$ cat config.mk
export PLATFORM = sky130hd
export DESIGN_NAME = uart_rx
export DESIGN_NICKNAME = d
export VERILOG_FILES = /design/src/rtl/uart_pkg.sv /design/src/rtl/sync_2ff.sv /design/src/rtl/uart_rx.sv
export SDC_FILE = /design/constraint.sdc
export NUM_CORES = 1
export LEC_CHECK = 0
export BUFFER_PORTS_ARGS = -buffer_cell sky130_fd_sc_hd__buf_4
export CAP_MARGIN = 5
export CORE_ASPECT_RATIO = 0.75
export CORE_MARGIN = 4
export CORE_UTILIZATION = 55
export CTS_CLUSTER_DIAMETER = 60
export DETAILED_ROUTE_END_ITERATION = 16
export PLACE_DENSITY = 0.77
export SETUP_SLACK_MARGIN = 0.2
export SKIP_CTS_REPAIR_TIMING = 1
export SYNTH_ARGS = -nofsm -noshare
export SYNTH_HDL_FRONTEND = slang
export SYNTH_SLANG_ARGS = --single-unit
$ cat constraint.sdc
create_clock -name clk -period 1.85 [get_ports clk]
set_input_delay 0.37 -clock clk [delete_from_list [all_inputs] [get_ports clk]]
set_output_delay 0.37 -clock clk [all_outputs]
set_load 0.02 [all_outputs]
$ cat src/rtl/uart_pkg.sv
// Shared definitions for the UART receiver: FSM state encoding and default
// frame-format constants.
package uart_pkg;

  typedef enum logic [1:0] {
    IDLE  = 2'd0,
    START = 2'd1,
    DATA  = 2'd2,
    STOP  = 2'd3
  } rx_state_e;

  localparam int DBIT_DEF    = 8;
  localparam int SB_TICK_DEF = 16;
  localparam int OVERSAMPLE  = 16;

  // Tick counter must cover both a full data bit and the longest stop period.
  function automatic int s_width(input int sb_tick);
    return ($clog2(sb_tick) > 4) ? $clog2(sb_tick) : 4;
  endfunction

endpackage

$ cat src/rtl/sync_2ff.sv
// Two-flop synchronizer for a single asynchronous level; both flops reset to
// RST_VAL so an idle-high line stays quiet through reset.
module sync_2ff #(
  parameter logic RST_VAL = 1'b1
) (
  input  logic clk,
  input  logic reset_n,
  input  logic d,
  output logic q
);

  logic r_meta;
  logic r_sync;

  // Metastability filter: first flop may go metastable, second resolves it.
  always_ff @(posedge clk or negedge reset_n) begin
    if (!reset_n) begin
      r_meta <= RST_VAL;
      r_sync <= RST_VAL;
    end else begin
      r_meta <= d;
      r_sync <= r_meta;
    end
  end

  assign q = r_sync;

endmodule

$ cat src/rtl/uart_rx.sv
// 16x-oversampling UART receiver: samples each bit at its centre, shifts data
// LSB first and flags a low stop bit as a framing error.
module uart_rx
  import uart_pkg::*;
#(
  parameter int DBIT    = DBIT_DEF,
  parameter int SB_TICK = SB_TICK_DEF
) (
  input  logic       clk,
  input  logic       reset_n,
  input  logic       rx,
  input  logic       s_tick,
  output logic       rx_done_tick,
  output logic [7:0] dout,
  output logic       frame_err
);

  localparam int            SW     = s_width(SB_TICK);
  localparam logic [SW-1:0] S_MID  = SW'(OVERSAMPLE / 2 - 1);
  localparam logic [SW-1:0] S_LAST = SW'(OVERSAMPLE - 1);
  localparam logic [SW-1:0] S_STOP = SW'(SB_TICK - 1);
  localparam logic [2:0]    N_LAST = 3'(DBIT - 1);

  rx_state_e     r_state;
  logic [SW-1:0] r_s;
  logic [2:0]    r_n;
  logic [7:0]    r_b;
  logic          w_rx_s;

  sync_2ff #(.RST_VAL(1'b1)) u_rx_sync (
    .clk     (clk),
    .reset_n (reset_n),
    .d       (rx),
    .q       (w_rx_s)
  );

  // Receive FSM: idle detection runs every clk, everything else advances on s_tick.
  always_ff @(posedge clk or negedge reset_n) begin
    if (!reset_n) begin
      r_state <= IDLE;
      r_s     <= '0;
      r_n     <= 3'd0;
      r_b     <= 8'd0;
    end else begin
      case (r_state)
        IDLE: begin
          if (!w_rx_s) begin
            r_state <= START;
            r_s     <= '0;
          end
        end
        START: begin
          if (s_tick) begin
            if (r_s == S_MID) begin
              if (!w_rx_s) begin
                r_state <= DATA;
                r_s     <= '0;
                r_n     <= 3'd0;
              end else begin
                r_state <= IDLE;
              end
            end else begin
              r_s <= r_s + SW'(1);
            end
          end
        end
        DATA: begin
          if (s_tick) begin
            if (r_s == S_LAST) begin
              r_s <= '0;
              r_b <= {w_rx_s, r_b[7:1]};
              if (r_n == N_LAST) begin
                r_state <= STOP;
              end else begin
                r_n <= r_n + 3'd1;
              end
            end else begin
              r_s <= r_s + SW'(1);
            end
          end
        end
        STOP: begin
          if (s_tick) begin
            if (r_s == S_STOP) begin
              r_state <= IDLE;
            end else begin
              r_s <= r_s + SW'(1);
            end
          end
        end
        default: begin
          r_state <= IDLE;
        end
      endcase
    end
  end

  assign rx_done_tick = (r_state == STOP) && s_tick && (r_s == S_STOP);
  assign frame_err    = rx_done_tick & ~w_rx_s;
  // Bits enter at the MSB, so a short frame ends up in the upper DBIT bits.
  assign dout         = r_b >> (8 - DBIT);

endmodule
== Yosys cells after proc, flatten, opt, wreduce, memory -nomap -nowiden ==
Cells that the tools add are included.
Cells by class
  add/subtract/negate cells: 2
  multipliers: 0
  div/mod/pow operators: 0
  order comparisons: 0
  eq/ne operators: 17
  shift-type cells: 0
  mux-type cells: 25
  bitwise logic cells: 2
  reductions and logical operators: 8
Operators by type and width (number)
  two-way mux 4 bit: 7
  != test 2 bit, second input constant: 11
  two-way mux 2 bit: 9
  two-way mux 3 bit: 6
  one-hot mux 4 bit (4 select lines): 1
  one-hot mux 2 bit (4 select lines): 1
  AND reduction 8 bit: 1
  AND reduction 7 bit: 1
  one-hot mux 3 bit (2 select lines): 1
  adder 4 x 1 -> 4 bit, second input constant: 1
  equality test 2 bit, second input constant: 2
  equality test 4 x 3 -> 1 bit, second input constant: 1
  equality test 4 bit, second input constant: 1
  AND reduction 4 bit: 1
  adder 3 x 1 -> 3 bit, second input constant: 1
  equality test 3 bit, second input constant: 1
  AND reduction 3 bit: 1
  equality test 2 x 1 -> 1 bit, second input constant: 1
  logical AND 1 bit: 2
  logical NOT 2 bit: 1
  nonzero test 2 bit: 1
  AND 1 bit: 1
  inverter 1 bit: 1
Storage, ports and cells
  flip-flop bits (word level): 19
  latch bits: 0
  RAM bits: 0
  ROM bits: 0
  bits of input ports: 4
  output and inout port bits: 10
  logic and storage cells: 60
  memories kept: 0

== Logic depth before layout (Yosys ltp) ==
  depth after elaboration: 5
  gate-level depth with buffers: 6
  mapped depth without buffers: 6

== Modules after synthesis ==
Synthesis repeated with hierarchy kept, for this count alone.
Unflattened totals
  cell total of the unflattened synthesis: 83
  area total of the unflattened synthesis: 978.4 sq um
By module, submodules not included
  uart_rx: times used 1, cells each 81, area an instance 925.9 sq um, sequential area each 425.4 sq um
  sync_2ff: times used 1, cells each 2, area an instance 52.6 sq um, sequential area each 52.6 sq um

== Least setup slack after synthesis ==
OpenSTA, ideal clock, no wires.
  path type: register to output
  start: register r_s[0]
  end: output port frame_err
  arrival time: 1.378 ns
  data required time: 1.480 ns
  setup slack: 0.102 ns
  cell stages (with the launch flop): 5
  buffers on the path: 0
  path through: dfrtp_1 ha_1 and3_4 nand2_1 nor3_1
Between the ends
  word-level cells in the longest chain between the ends: 3
RTL lines
  start, declared: RTL line uart_rx.sv:25  | logic [SW-1:0] r_s;
  start signal, assigned: RTL line uart_rx.sv:63  | r_s <= r_s + SW'(1);
  start signal, assigned: RTL line uart_rx.sv:78  | r_s <= r_s + SW'(1);
  start signal, assigned: RTL line uart_rx.sv:87  | r_s <= r_s + SW'(1);
  equality test 4 bit: RTL line uart_rx.sv:98  | assign rx_done_tick = (r_state == STOP) && s_tick && (r_s == S_STOP);
  logical AND 1 bit: RTL line uart_rx.sv:98
  AND 1 bit: RTL line uart_rx.sv:99  | assign frame_err = rx_done_tick & ~w_rx_s;
  end, declared: RTL line uart_rx.sv:15  | output logic frame_err
No other way between the ends.

== Final worst setup path ==
  start: register r_s[1]
  end: output port rx_done_tick
Between the ends
  word-level cells in the longest chain between the ends: 2
RTL lines
  equality test 4 bit: RTL line uart_rx.sv:98
  logical AND 1 bit: RTL line uart_rx.sv:98
  end, declared: RTL line uart_rx.sv:13  | output logic rx_done_tick,
No other way between the ends.

==> results.md <==
Status:
- The run finished with clean final reports.

Yosys:
- The synthesized design spends more area on one cell type than any other, namely sky130_fd_sc_hd__dfrtp_1.
- By area the synthesized netlist is led by sky130_fd_sc_hd__dfrtp_1 (42%), sky130_fd_sc_hd__mux2_4 (12%), sky130_fd_sc_hd__dfstp_2 (5.2%), sky130_fd_sc_hd__ha_1 (3.7%), sky130_fd_sc_hd__nand2_1 (3.0%).
- The Yosys step of the flow raised 0 warnings.
- Of the total synthesized cell area, the portion taken by AND, OR, NAND and NOR gates is roughly a fifth.
- The mean cell area of the mapped netlist is 12.7 um^2.
- Counting every instance in the synthesized netlist gives 80.
- Yosys mapped the design onto 36 distinct sky130hd cell types.
- Summed over its instances, the top area cell type makes up around two fifths of the synthesized netlist area.
- The combinational family with the most area after synthesis is simple AND/OR/NAND/NOR gates.
- The number of nets in the synthesized netlist is 87.
- The sequential fraction of the synthesis area is about 47%.
- The mux share of post-synthesis cell area is between 10% and 20%.
- Synthesis inferred 19 register bits.
- Summing the areas of all xor and xnor instances in the mapped netlist gives less than 1% of the synthesized area.
- The synthesized netlist devotes approximately 3.7% of its cell area to adder and majority cells.
- The share of the synthesized area in compound gates (AO/OA/AOI/OAI) is between 10% and 20%.
- The mapped netlist covers approximately 1000 um^2.

Power:
- Net switching is between 30% and 40% of the power.
- The clock network fraction of total power is between 10% and 20%.
- The largest vdd supply drop is ~750 uV.
- The completed layout was analyzed and its total power is ~1300 uW.
- In this run the power density over the cells is 1050 nW/um^2.
- The power share of the combinational group is ~36%.
- In this run the static leakage power is about 0.00055 uW.
- The cell internal power dissipation is roughly 830 uW.
- The proportion of power drawn by flip-flops and latches is a little under half.
- The net switching power of the design is 448 uW.

Final layout:
- The number of inserted diodes is 0.
- The post-route non-filler standard cell count is 123.
- The ratio of cells with drive above 1 in the final layout is between 40% and 50%.
- Cells fill 69.7% of the core in the end.
- The area growth from synthesis to layout is 19.6%.
- The net count of the finished layout is ~110.

Timing:
- The worst path uses about 100% of the clock period.
- The worst slew margin relative to its limit is 74.0%.
- For the pin with the worst max-slew slack, the measured transition is between 0.3 and 0.4 ns.
- Setup repair after global routing could not meet its margin everywhere.
- Counting I/O delays and the setup requirement, the final critical path takes between 1.5 and 2 ns.
- The clock arrives with a little under 0.01 ns of skew.
- After routing, the total negative slack on setup checks comes to 0 ns.
- Static timing analysis puts the maximum clock frequency at roughly 550 MHz.
- Setup violations remaining at the end of the flow were counted as 0.
- The max-slew violation count is 0.
- The final setup slack of the worst path is 0.0324 ns.
- The final hold violation count is 0.

Drt:
- The wire length the detailed router placed on met1 is a little over 900 um.
- Wire segments on met2 add up to around 1000 um in the final route.
- The average via count per standard cell is ~5.7.
- The count of unresolved DRC violations after routing is 0.
- The detailed-router iteration count before antenna repair is 4.
- The count of nets left with antenna violations once routing finished came out at 0.
- The routed design has 2000 um of wire.
- The total number of vias is around 700.
- After detailed routing, the average wire length per cell comes to ~16 um.
- The first routing iteration left 14 violations.
- Routed signal wires occupy layers up through met4.
- The detailed route wirelength on metal3 is between 60 and 70 um.

Setup path:
- The family with the most delay on the worst path is flip-flops.
- On the worst path, the slowest cell contributes a delay of between 0.4 and 0.5 ns.
- In this run the worst path has a maximum fanout of 5.
- The type of the worst setup path is flip-flop to primary output.
- The buffers plus inverters on the worst setup path is 1.
- The worst setup path is captured at a primary output.
- STA puts the critical path data required time at around 1.5 ns.
- For the worst setup path, the data arrival time is roughly 1.5 ns.
- The cell with the largest stage delay on the worst path is sky130_fd_sc_hd__dfrtp_1.
- The critical path goes through ha_4 -> and3_4 -> nand2_4 -> nor2_1 -> buf_4.
- The worst setup path is launched from a flip-flop.

Global route:
- The number of global-route vias before repair is ~650.
- The initial antenna violation count is 0.
- After global routing the overflow that remains totals 0.
- Global routing used about 17% of the available tracks.
- Entering global routing, the biggest net connects 20 pins.
- The global-route wire length before repair is between 3000 and 4000 um.

Die:
- The die is around 45 um tall.
- The floorplan step defined a die boundary enclosing 2600 um^2.
- From left edge to right edge, the die measures around 58 um.
- The total I/O pin count is 14.
- The area inside the core boundary is approximately 1700 um^2.
- The initial core utilization is ~58%.
- The number of standard-cell rows in the floorplan is 13.

Clocking:
- The clock-pin slew on the worst setup and hold paths is approximately 0.10 ns.
- TritonCTS built the clock tree.
- The clock drives 19 sinks.
- The clock passes through at most 2 buffers.
- The clock tree root buffer cell is sky130_fd_sc_hd__clkbuf_4.
- CTS built an H-tree with a depth of 1.
- The latest clock arrival within the worst-skew pair is 0.30 ns.
- Buffers inserted during clock tree synthesis total 3.

Placed design:
- After detailed placement, the design holds a cell count of 112.
- The congestion estimate from routability-driven global placement came to 0.706.
- The post-placement setup slack is 0.212 ns.
- In this run the tool buffered the top-level ports with 13 buffer cells.
- The detailed-placement wirelength estimate is 1350 um.

Flow run:
- Max-cap violations in this run came to 0.

Worst hold path:
- The worst hold path belongs to the class primary input to flip-flop.
-- layout make-up --
cell class / count / area, um^2
fillers: 121 / 528
multi-input cells: 56 / 517
flip-flops and latches: 19 / 478
repair buffers: 21 / 160
well taps: 22 / 27.5
clock buffers: 4 / 26.3
inverters: 1 / 3.75
-- placed cells by master (no fill, tap or decap), types with 2 or more instances in the layout --
| cell type | n |
|---|---|
| sky130_fd_sc_hd__o21ai_1 | 4 |
| sky130_fd_sc_hd__ha_1 | 2 |
| sky130_fd_sc_hd__nand2_1 | 7 |
| sky130_fd_sc_hd__o21ai_2 | 2 |
| sky130_fd_sc_hd__buf_4 | 20 |
| sky130_fd_sc_hd__a22o_1 | 2 |
| sky130_fd_sc_hd__mux2_4 | 9 |
| sky130_fd_sc_hd__nor2_1 | 5 |
| sky130_fd_sc_hd__dfrtp_1 | 17 |
| sky130_fd_sc_hd__and3_4 | 2 |
| sky130_fd_sc_hd__dfstp_2 | 2 |
| sky130_fd_sc_hd__clkbuf_4 | 3 |
| sky130_fd_sc_hd__and4bb_2 | 2 |
-- through the flow --
stage	cell area (um^2)	hold slack, ns
2_1_floorplan	1020	0.0744
3_3_place_gp	1110	0.255
3_5_place_dp	1110	0.259
4_1_cts	1130	-0.0705
5_1_grt	1210	0.163
6_report	1210	0.179
-- per-layer routing --
metal,up-vias,GRT usage (%)
li1,334,-
met1,349,21.4
met2,11,28.6
met3,2,4.57
met4,0,4.17
met5,-,0
-- Yosys cell counts --
cell and number:
sky130_fd_sc_hd__a2bb2oi_1 1, sky130_fd_sc_hd__o21ai_2 2, sky130_fd_sc_hd__o21ai_1 4, sky130_fd_sc_hd__a211o_1 1, sky130_fd_sc_hd__and4bb_1 1, sky130_fd_sc_hd__and4bb_2 1, sky130_fd_sc_hd__nand4_1 1, sky130_fd_sc_hd__buf_2 1
sky130_fd_sc_hd__a22o_1 2, sky130_fd_sc_hd__a221oi_2 1, sky130_fd_sc_hd__and4_4 1, sky130_fd_sc_hd__buf_12 1, sky130_fd_sc_hd__a31oi_1 1, sky130_fd_sc_hd__nor4b_2 1, sky130_fd_sc_hd__nor3b_1 1, sky130_fd_sc_hd__nor2_2 1
sky130_fd_sc_hd__dfstp_2 2, sky130_fd_sc_hd__inv_1 1, sky130_fd_sc_hd__clkbuf_4 1, sky130_fd_sc_hd__buf_6 1, sky130_fd_sc_hd__dfrtp_1 17, sky130_fd_sc_hd__mux2_2 1, sky130_fd_sc_hd__mux2_4 8, sky130_fd_sc_hd__and2_1 1
sky130_fd_sc_hd__nor2_1 5, sky130_fd_sc_hd__nor4b_4 1, sky130_fd_sc_hd__xnor2_1 1, sky130_fd_sc_hd__a311oi_1 1, sky130_fd_sc_hd__and3_4 2, sky130_fd_sc_hd__ha_1 3, sky130_fd_sc_hd__nor3_1 2, sky130_fd_sc_hd__nand3_1 1
sky130_fd_sc_hd__o21bai_1 1, sky130_fd_sc_hd__nand2b_1 1, sky130_fd_sc_hd__nor2b_1 1, sky130_fd_sc_hd__nand2_1 8
-- flip-flops by register name, summed over array words and instances, names as in the netlist, named ones only --
| name | cells |
|---|---|
| dout | 8 |
| r_s | 4 |
| r_n | 3 |
| r_state | 1 |
| u_rx_sync.q | 1 |
| u_rx_sync.r_meta | 1 |
-- final timing paths --
check	from	endpoint	slack (ns)	cells after the start
worst max-delay path	r_s[1]	rx_done_tick	0.03	5
worst min-delay path	rx	u_rx_sync.r_meta	0.18	1
worst max register to register	r_s[1]	r_s[0]	0.22	6
worst min register to register	u_rx_sync.r_meta	u_rx_sync.q	0.36	0
max in group asynchronous	reset_n	u_rx_sync.q	1.11	2
min in group asynchronous	reset_n	asynchronous set/reset pin	0.47	2
-- power groups by stage --
stage / Clock, uW / Sequential [uW] / Combinational [uW]
finish: 208 / 612 / 457
global route: 228 / 627 / 509
CTS: 213 / 594 / 350
detailed placement: 0 / 602 / 347
global placement: 0 / 594 / 337
floorplan: 0 / 533 / 351
-- cell families (layout without fill, tap and decap cells) --
group	count (synthesis)	in the layout
and+or+nand+nor	29	29
xor gates and xnor gates	1	1
DFF	19	19
buffers and inverters	5	26
AOI/OAI and AO/OA	14	14
adders and majority gates	3	3
muxes	9	9
(Power assumes the default switching activity.)
